**src/rtl/ss_seq_if.sv**
```systemverilog
// ss_seq_if: mapper save-state bus plus snapshot buffer request bus.
// master (sequencer) drives ss_act/ss_we/ss_addr/ss_wdat and mem_addr/mem_wr/mem_rd/mem_wdat;
// slave (mapper + buffer) returns ss_rdat, mem_rdat and mem_ack.
interface ss_seq_if;
    logic       ss_act;
    logic       ss_we;
    logic [7:0] ss_addr;
    logic [7:0] ss_wdat;
    logic [7:0] ss_rdat;
    logic [7:0] mem_addr;
    logic       mem_wr;
    logic       mem_rd;
    logic [7:0] mem_wdat;
    logic [7:0] mem_rdat;
    logic       mem_ack;
    modport master (
        output ss_act, ss_we, ss_addr, ss_wdat, mem_addr, mem_wr, mem_rd, mem_wdat,
        input  ss_rdat, mem_rdat, mem_ack
    );
    modport slave (
        input  ss_act, ss_we, ss_addr, ss_wdat, mem_addr, mem_wr, mem_rd, mem_wdat,
        output ss_rdat, mem_rdat, mem_ack
    );
endinterface

```
**src/rtl/ss_seq.sv**
```systemverilog
// ss_seq: save-state sequencer streaming mapper registers to/from a snapshot buffer.
// Ports: m2 clock, map_rst sync active-high reset, cmd_save/cmd_load command pulses,
// busy/done/err status, bus = save-state + buffer interface (master side).
module ss_seq #(
    parameter int          LAST_REG  = 13,
    parameter int          IDX_ADDR  = 127,
    parameter logic [15:0] SKIP_MASK = 16'h0200
) (
    input  logic     m2,
    input  logic     map_rst,
    input  logic     cmd_save,
    input  logic     cmd_load,
    output logic     busy,
    output logic     done,
    output logic     err,
    ss_seq_if.master bus
);
    typedef enum logic [2:0] {IDLE, S_ADDR, S_MEM, L_HDR, L_CHK, L_MEM, L_WR, DONE} state_t;
    state_t     state, state_n;
    logic [4:0] idx, idx_n, nxt;
    logic       hdr, hdr_n, nv, err_n;
    logic [7:0] maddr, maddr_n, mwdat, mwdat_n, swdat, swdat_n, hbyte, hbyte_n;
    // Next register to visit: first unskipped index after idx, or the first one at all
    // while the header entry is current. nv=0 means the walk is finished.
    always_comb begin
        nxt = '0;
        nv  = 1'b0;
        for (int n = LAST_REG; n >= 0; n--)
            if (!SKIP_MASK[n] && (hdr || n > int'(idx))) begin
                nxt = 5'(n);
                nv  = 1'b1;
            end
    end
    always_ff @(posedge m2) begin
        if (map_rst) begin
            state <= IDLE;
            idx   <= '0;
            hdr   <= 1'b0;
            err   <= 1'b0;
            maddr <= '0;
            mwdat <= '0;
            swdat <= '0;
            hbyte <= '0;
        end else begin
            state <= state_n;
            idx   <= idx_n;
            hdr   <= hdr_n;
            err   <= err_n;
            maddr <= maddr_n;
            mwdat <= mwdat_n;
            swdat <= swdat_n;
            hbyte <= hbyte_n;
        end
    end
    always_comb begin
        state_n = state;
        idx_n   = idx;
        hdr_n   = hdr;
        err_n   = err;
        maddr_n = maddr;
        mwdat_n = mwdat;
        swdat_n = swdat;
        hbyte_n = hbyte;
        case (state)
            IDLE: begin
                if (cmd_save || cmd_load) begin
                    state_n = cmd_save ? S_ADDR : L_HDR;
                    idx_n   = '0;
                    hdr_n   = 1'b1;
                    err_n   = 1'b0;
                    maddr_n = '0;
                end
            end
            S_ADDR: begin
                state_n = S_MEM;
                mwdat_n = bus.ss_rdat;
                maddr_n = hdr ? 8'd0 : 8'(idx) + 8'd1;
            end
            S_MEM: begin
                if (bus.mem_ack) begin
                    state_n = nv ? S_ADDR : DONE;
                    idx_n   = nv ? nxt : idx;
                    hdr_n   = 1'b0;
                end
            end
            L_HDR: begin
                if (bus.mem_ack) begin
                    state_n = L_CHK;
                    hbyte_n = bus.mem_rdat;
                end
            end
            L_CHK: begin
                if (bus.ss_rdat != hbyte) begin
                    err_n   = 1'b1;
                    state_n = DONE;
                end else begin
                    state_n = nv ? L_MEM : DONE;
                    idx_n   = nv ? nxt : idx;
                    hdr_n   = 1'b0;
                    maddr_n = 8'(nxt) + 8'd1;
                end
            end
            L_MEM: begin
                if (bus.mem_ack) begin
                    state_n = L_WR;
                    swdat_n = bus.mem_rdat;
                end
            end
            L_WR: begin
                state_n = nv ? L_MEM : DONE;
                idx_n   = nv ? nxt : idx;
                maddr_n = 8'(nxt) + 8'd1;
            end
            DONE:    state_n = IDLE;
            default: state_n = IDLE;
        endcase
    end
    assign busy         = state != IDLE && state != DONE;
    assign done         = state == DONE;
    assign bus.ss_act   = busy;
    assign bus.ss_we    = state == L_WR;
    // Address is held for the whole sampling/write cycle since it depends only on state.
    assign bus.ss_addr  = (state == L_CHK || (state == S_ADDR && hdr)) ? 8'(IDX_ADDR) :
                          (state == S_ADDR || state == L_WR) ? 8'(idx) : 8'd0;
    assign bus.ss_wdat  = swdat;
    assign bus.mem_addr = maddr;
    assign bus.mem_wdat = mwdat;
    assign bus.mem_wr   = state == S_MEM;
    assign bus.mem_rd   = state == L_HDR || state == L_MEM;
endmodule

```
**src/flat_wrapper.sv**
```systemverilog
// flat-port wrapper written by rule: the top's interface ports become plain ports
module ss_seq_flat 
#(
    parameter int          LAST_REG  = 13,
    parameter int          IDX_ADDR  = 127,
    parameter logic [15:0] SKIP_MASK = 16'h0200
)
  (m2, map_rst, cmd_save, cmd_load, busy, done, err, bus_ss_act, bus_ss_we, bus_ss_addr, bus_ss_wdat, bus_mem_addr, bus_mem_wr, bus_mem_rd, bus_mem_wdat, bus_ss_rdat, bus_mem_rdat, bus_mem_ack);
  ss_seq_if bus_i ();
  input  logic m2;
  input  logic map_rst;
  input  logic cmd_save;
  input  logic cmd_load;
  output logic busy;
  output logic done;
  output logic err;
  output wire logic [$bits(bus_i.ss_act)-1:0] bus_ss_act;
  output wire logic [$bits(bus_i.ss_we)-1:0] bus_ss_we;
  output wire logic [$bits(bus_i.ss_addr)-1:0] bus_ss_addr;
  output wire logic [$bits(bus_i.ss_wdat)-1:0] bus_ss_wdat;
  output wire logic [$bits(bus_i.mem_addr)-1:0] bus_mem_addr;
  output wire logic [$bits(bus_i.mem_wr)-1:0] bus_mem_wr;
  output wire logic [$bits(bus_i.mem_rd)-1:0] bus_mem_rd;
  output wire logic [$bits(bus_i.mem_wdat)-1:0] bus_mem_wdat;
  input wire logic [$bits(bus_i.ss_rdat)-1:0] bus_ss_rdat;
  input wire logic [$bits(bus_i.mem_rdat)-1:0] bus_mem_rdat;
  input wire logic [$bits(bus_i.mem_ack)-1:0] bus_mem_ack;
  assign bus_ss_act = bus_i.ss_act;
  assign bus_ss_we = bus_i.ss_we;
  assign bus_ss_addr = bus_i.ss_addr;
  assign bus_ss_wdat = bus_i.ss_wdat;
  assign bus_mem_addr = bus_i.mem_addr;
  assign bus_mem_wr = bus_i.mem_wr;
  assign bus_mem_rd = bus_i.mem_rd;
  assign bus_mem_wdat = bus_i.mem_wdat;
  assign bus_i.ss_rdat = bus_ss_rdat;
  assign bus_i.mem_rdat = bus_mem_rdat;
  assign bus_i.mem_ack = bus_mem_ack;
  ss_seq #(.LAST_REG(LAST_REG), .IDX_ADDR(IDX_ADDR), .SKIP_MASK(SKIP_MASK)) u_core (.m2(m2), .map_rst(map_rst), .cmd_save(cmd_save), .cmd_load(cmd_load), .busy(busy), .done(done), .err(err), .bus(bus_i));
endmodule
```
**config.mk**
```make
export PLATFORM = sky130hd
export DESIGN_NAME = ss_seq_flat
export DESIGN_NICKNAME = d
export VERILOG_FILES = /design/src/rtl/ss_seq_if.sv /design/src/rtl/ss_seq.sv /design/src/flat_wrapper.sv
export SDC_FILE = /design/constraint.sdc
export NUM_CORES = 1
export LEC_CHECK = 0
export ABC_AREA = 1
export ABC_CLOCK_PERIOD_IN_PS = 4850
export CAP_MARGIN = 40
export CORE_ASPECT_RATIO = 0.6
export CORE_UTILIZATION = 54
export CTS_BUF_LIST = sky130_fd_sc_hd__clkbuf_8
export DETAILED_ROUTE_END_ITERATION = 8
export GPL_ROUTABILITY_DRIVEN = 0
export PLACE_DENSITY = 0.94
export SYNTH_ARGS = -nofsm -noshare
export SYNTH_HDL_FRONTEND = slang
export SYNTH_SLANG_ARGS = --single-unit
export TNS_END_PERCENT = 1
```
**constraint.sdc**
```tcl
create_clock -name m2 -period 4.85 [get_ports m2]
set_input_delay 1.2125 -clock m2 [delete_from_list [all_inputs] [get_ports m2]]
set_output_delay 1.2125 -clock m2 [all_outputs]
set_load 0.005 [all_outputs]
```
==> impl_metrics.yaml <==
status:
  status: "finished, violations left"
  violations: "DRC"
clock_tree:
  cts_resized: 0
  cts_sinks: 38
  ctsHoldBuffers: 0
  clkLatencyLatePin_ns: 0.29
  cts_tree: "yes"
  htree_levels: 2
  cts.path.max_buffers: 2
  post_cts_buffers: 0
  cts_buffers: 5
  clk_pin_slew_ns: 0.08
  cts_root_buf: "clkbuf_8"
power_and_ir_drop:
  swShare_pct: 36.1
  comb_power_share_pct: 38.2
  p_leak_nw: 1.11
  p_sw_uw: 364
  p_int_uw: 645
  power.density_nw_per_um2: 363
  seqPwrFrac_pct: 39.6
  p_clk_share_pct: 22.2
  ir_drop_mv: 0.209
detailed_routing:
  vias: 2361
  drt_pass1_iterations: 7
  antenna_left: 0
  wl_per_cell_um: 15.1
  post-route-drc-count: 8
  drt_iter0_drc: 292
  wl_mm: 6.22
  avgViaCountPerCell: 5.72
critical_path:
  cp_cell_sequence: "inv_2 > nor2_1 > inv_1 > nor2_1 > a21oi_1 > o21ai_0 > clkdlybuf4s50_1"
  cp.arrival_ns: 2.43
  slowest_stage: "clkdlybuf4s50_1"
  required_ns: 3.64
  slowest_delay_ns: 0.53
  crit_fanout: 11
  crit_path_frequent_cell: "nor2_1"
  crit_path_end_kind: "output pin"
  path_buf_inv: 3
  critPathKind: "flip-flop to output pin"
  cpLargestDelayFamily: "buffers and inverters"
  start_kind: "flip-flop"
final_layout:
  layout.cells.non_filler: 413
  antenna_cells: 0
  final_layout_size_suffix_gt1_share_pct: 12.6
  layout.nets: 390
  area_growth_pct: 28.2
hold_path:
  min_path_type: "flip-flop to flip-flop"
logic_synthesis:
  async_reset_ff_share_pct: 0
  syn_inst: 316
  ys_seq_area_share_pct: 35.1
  yosys.area.top_type: "dfxtp_1"
  netlist_area_sq_um: 2170
  yosys_warnings: 0
  synth_edf_count: 0
  netlist-cell-type-count: 34
  synth.avg_cell_area_sq_um: 6.86
  ys_ff_latch: 38
  synth_ff_type: "dfxtp_1"
  synth_top_cells_by_area: "dfxtp_1, nand2_1, nor2_1, a21oi_1, nand3_1"
  yosys.area.top_type_share_pct: 35.1
sta:
  min_period_ns: 3.64
  tns_ns: 0
  rsz0062_at_grt: "false"
  setup_viol: 0
  tightest_slew_ns: 0.598
  fmax_mhz: 275
  skew_ns: 0.0125
  hold_viol_final: 0
  max-slew-margin-rel_pct: 60.1
  slew_viol_final: 0
  fin_crit_sh_pct: 75.0
flow_run:
  drv_cap: 0
placed_design:
  dp_hpwl_mm: 4.66
  dpl.cell_count: 405
  portBuffers: 55
global_route:
  grt_pass1_vias: 2071
  grt_pass1_wl_mm: 10.0
  grt-ovfl-total: 0
  grt_max_degree: 24
  antenna_found_initial: 0
  grt_util_all_layers_pct: 30.6
floorplan:
  core-area_sq_um: 3760
  io_pins: 60
  dieArea_sq_um: 4280
  die_w_um: 83.8
  start_util_pct: 57.6
  die_h_um: 51.1
  rows: 17
[cells by family after synthesis]
| logic type | after synthesis | share of synthesized area [%] |
|---|---|---|
| DFF | 38 | 35.1 |
| AOI/OAI and AO/OA | 65 | 15.9 |
| adders and majority gates | 4 | 2.31 |
| and+or+nand+nor | 153 | 34.0 |
| buffers and inverters | 51 | 10.8 |
| other | 1 | 0.173 |
| xor gates and xnor gates | 4 | 1.62 |
[state kept, by name (all words and copies together), names as in the netlist]
register             count
u_core.bus.mem_addr      5
u_core.idx               4
u_core.hdr               1
u_core.hbyte             8
u_core.bus.mem_wdat      8
u_core.bus.ss_wdat       8
u_core.err               1
u_core.state             3
[cell type report]
type	count	area [sq um]
Multi-Input combinational cell	230	1180
Tap cell	47	58.8
Inverter	34	128
Sequential cell	38	761
Clock inverter	2	8.76
Fill cell	284	985
Timing Repair Buffer	56	558
Clock buffer	6	82.6
[power by group through the flow]
stage	Clock, mW	Sequential, mW	Combinational, mW
floorplan	0	0.383	0.240
global placement	0	0.402	0.363
detailed placement	0	0.404	0.376
CTS	0.221	0.398	0.380
global route	0.239	0.405	0.419
finish	0.224	0.399	0.385
[final timing paths]
path	startpoint	endpoint	slack, ns	depth (start not counted)
setup / recovery	u_core.state[0]	bus_ss_addr[3]	1.21	7
hold / removal	u_core.bus.ss_wdat[3]	u_core.bus.ss_wdat[3]	0.46	2
setup reg to reg	u_core.idx[1]	u_core.bus.mem_addr[1]	2.64	11
hold reg to reg	u_core.bus.ss_wdat[3]	u_core.bus.ss_wdat[3]	0.46	2
[cell usage in the layout (no fill, tap or decap), types with 5 or more instances in the layout]
cell and instances:
clkdlybuf4s50_1 55, nand2_1 50, nor2_1 46, dfxtp_1 38
a21oi_1 31, inv_1 26, nand3_1 25, o21ai_0 24
inv_2 9, nand2_2 7, nor2_2 6, clkbuf_8 6
or2_2 5
[worst min-delay path, cell delays in order (launching register included)]
cell	delay, ns
dfxtp_1	0.31
nand2_1	0.06
a21oi_1	0.05
[synth_stat cells (2+ instances only)]
| cell | number |
|---|---|
| ha_1 | 4 |
| nand3_1 | 25 |
| inv_2 | 9 |
| or2_2 | 5 |
| a21oi_1 | 31 |
| xnor2_1 | 4 |
| nor2_2 | 6 |
| nand2_4 | 2 |
| nand3_2 | 3 |
| nor3_1 | 3 |
| a31oi_1 | 2 |
| nor2_1 | 46 |
| o21ai_0 | 24 |
| dfxtp_1 | 38 |
| buf_4 | 9 |
| nand2_2 | 7 |
| inv_1 | 25 |
| clkbuf_1 | 5 |
| a211oi_1 | 2 |
| nand2_1 | 50 |
| buf_2 | 2 |
| a22oi_1 | 2 |
[per-stage QoR]
step	util [%]	hold slack (ns)	power, mW	area, sq um	setup WS [ns]
floorplan	-	0.441	0.624	2180	2.40
global placement	71.4	0.453	0.765	2690	1.66
detailed placement	71.4	0.458	0.780	2690	1.56
CTS	73.8	0.469	0.999	2780	1.24
global route	73.8	0.488	1.06	2780	1.01
finish	73.8	0.465	1.01	2780	1.21
[routing by layer]
metal | global-route usage [%] | routed length, um | part of all wire, %
met1 | 43.0 | 2720 | 44
met2 | 44.3 | 2540 | 41
met3 | 8.89 | 778 | 13
met4 | 11.5 | 178 | 2.9
met5 | 0 | 0 | 0
Note: power is estimated with default switching activity, not from simulation.
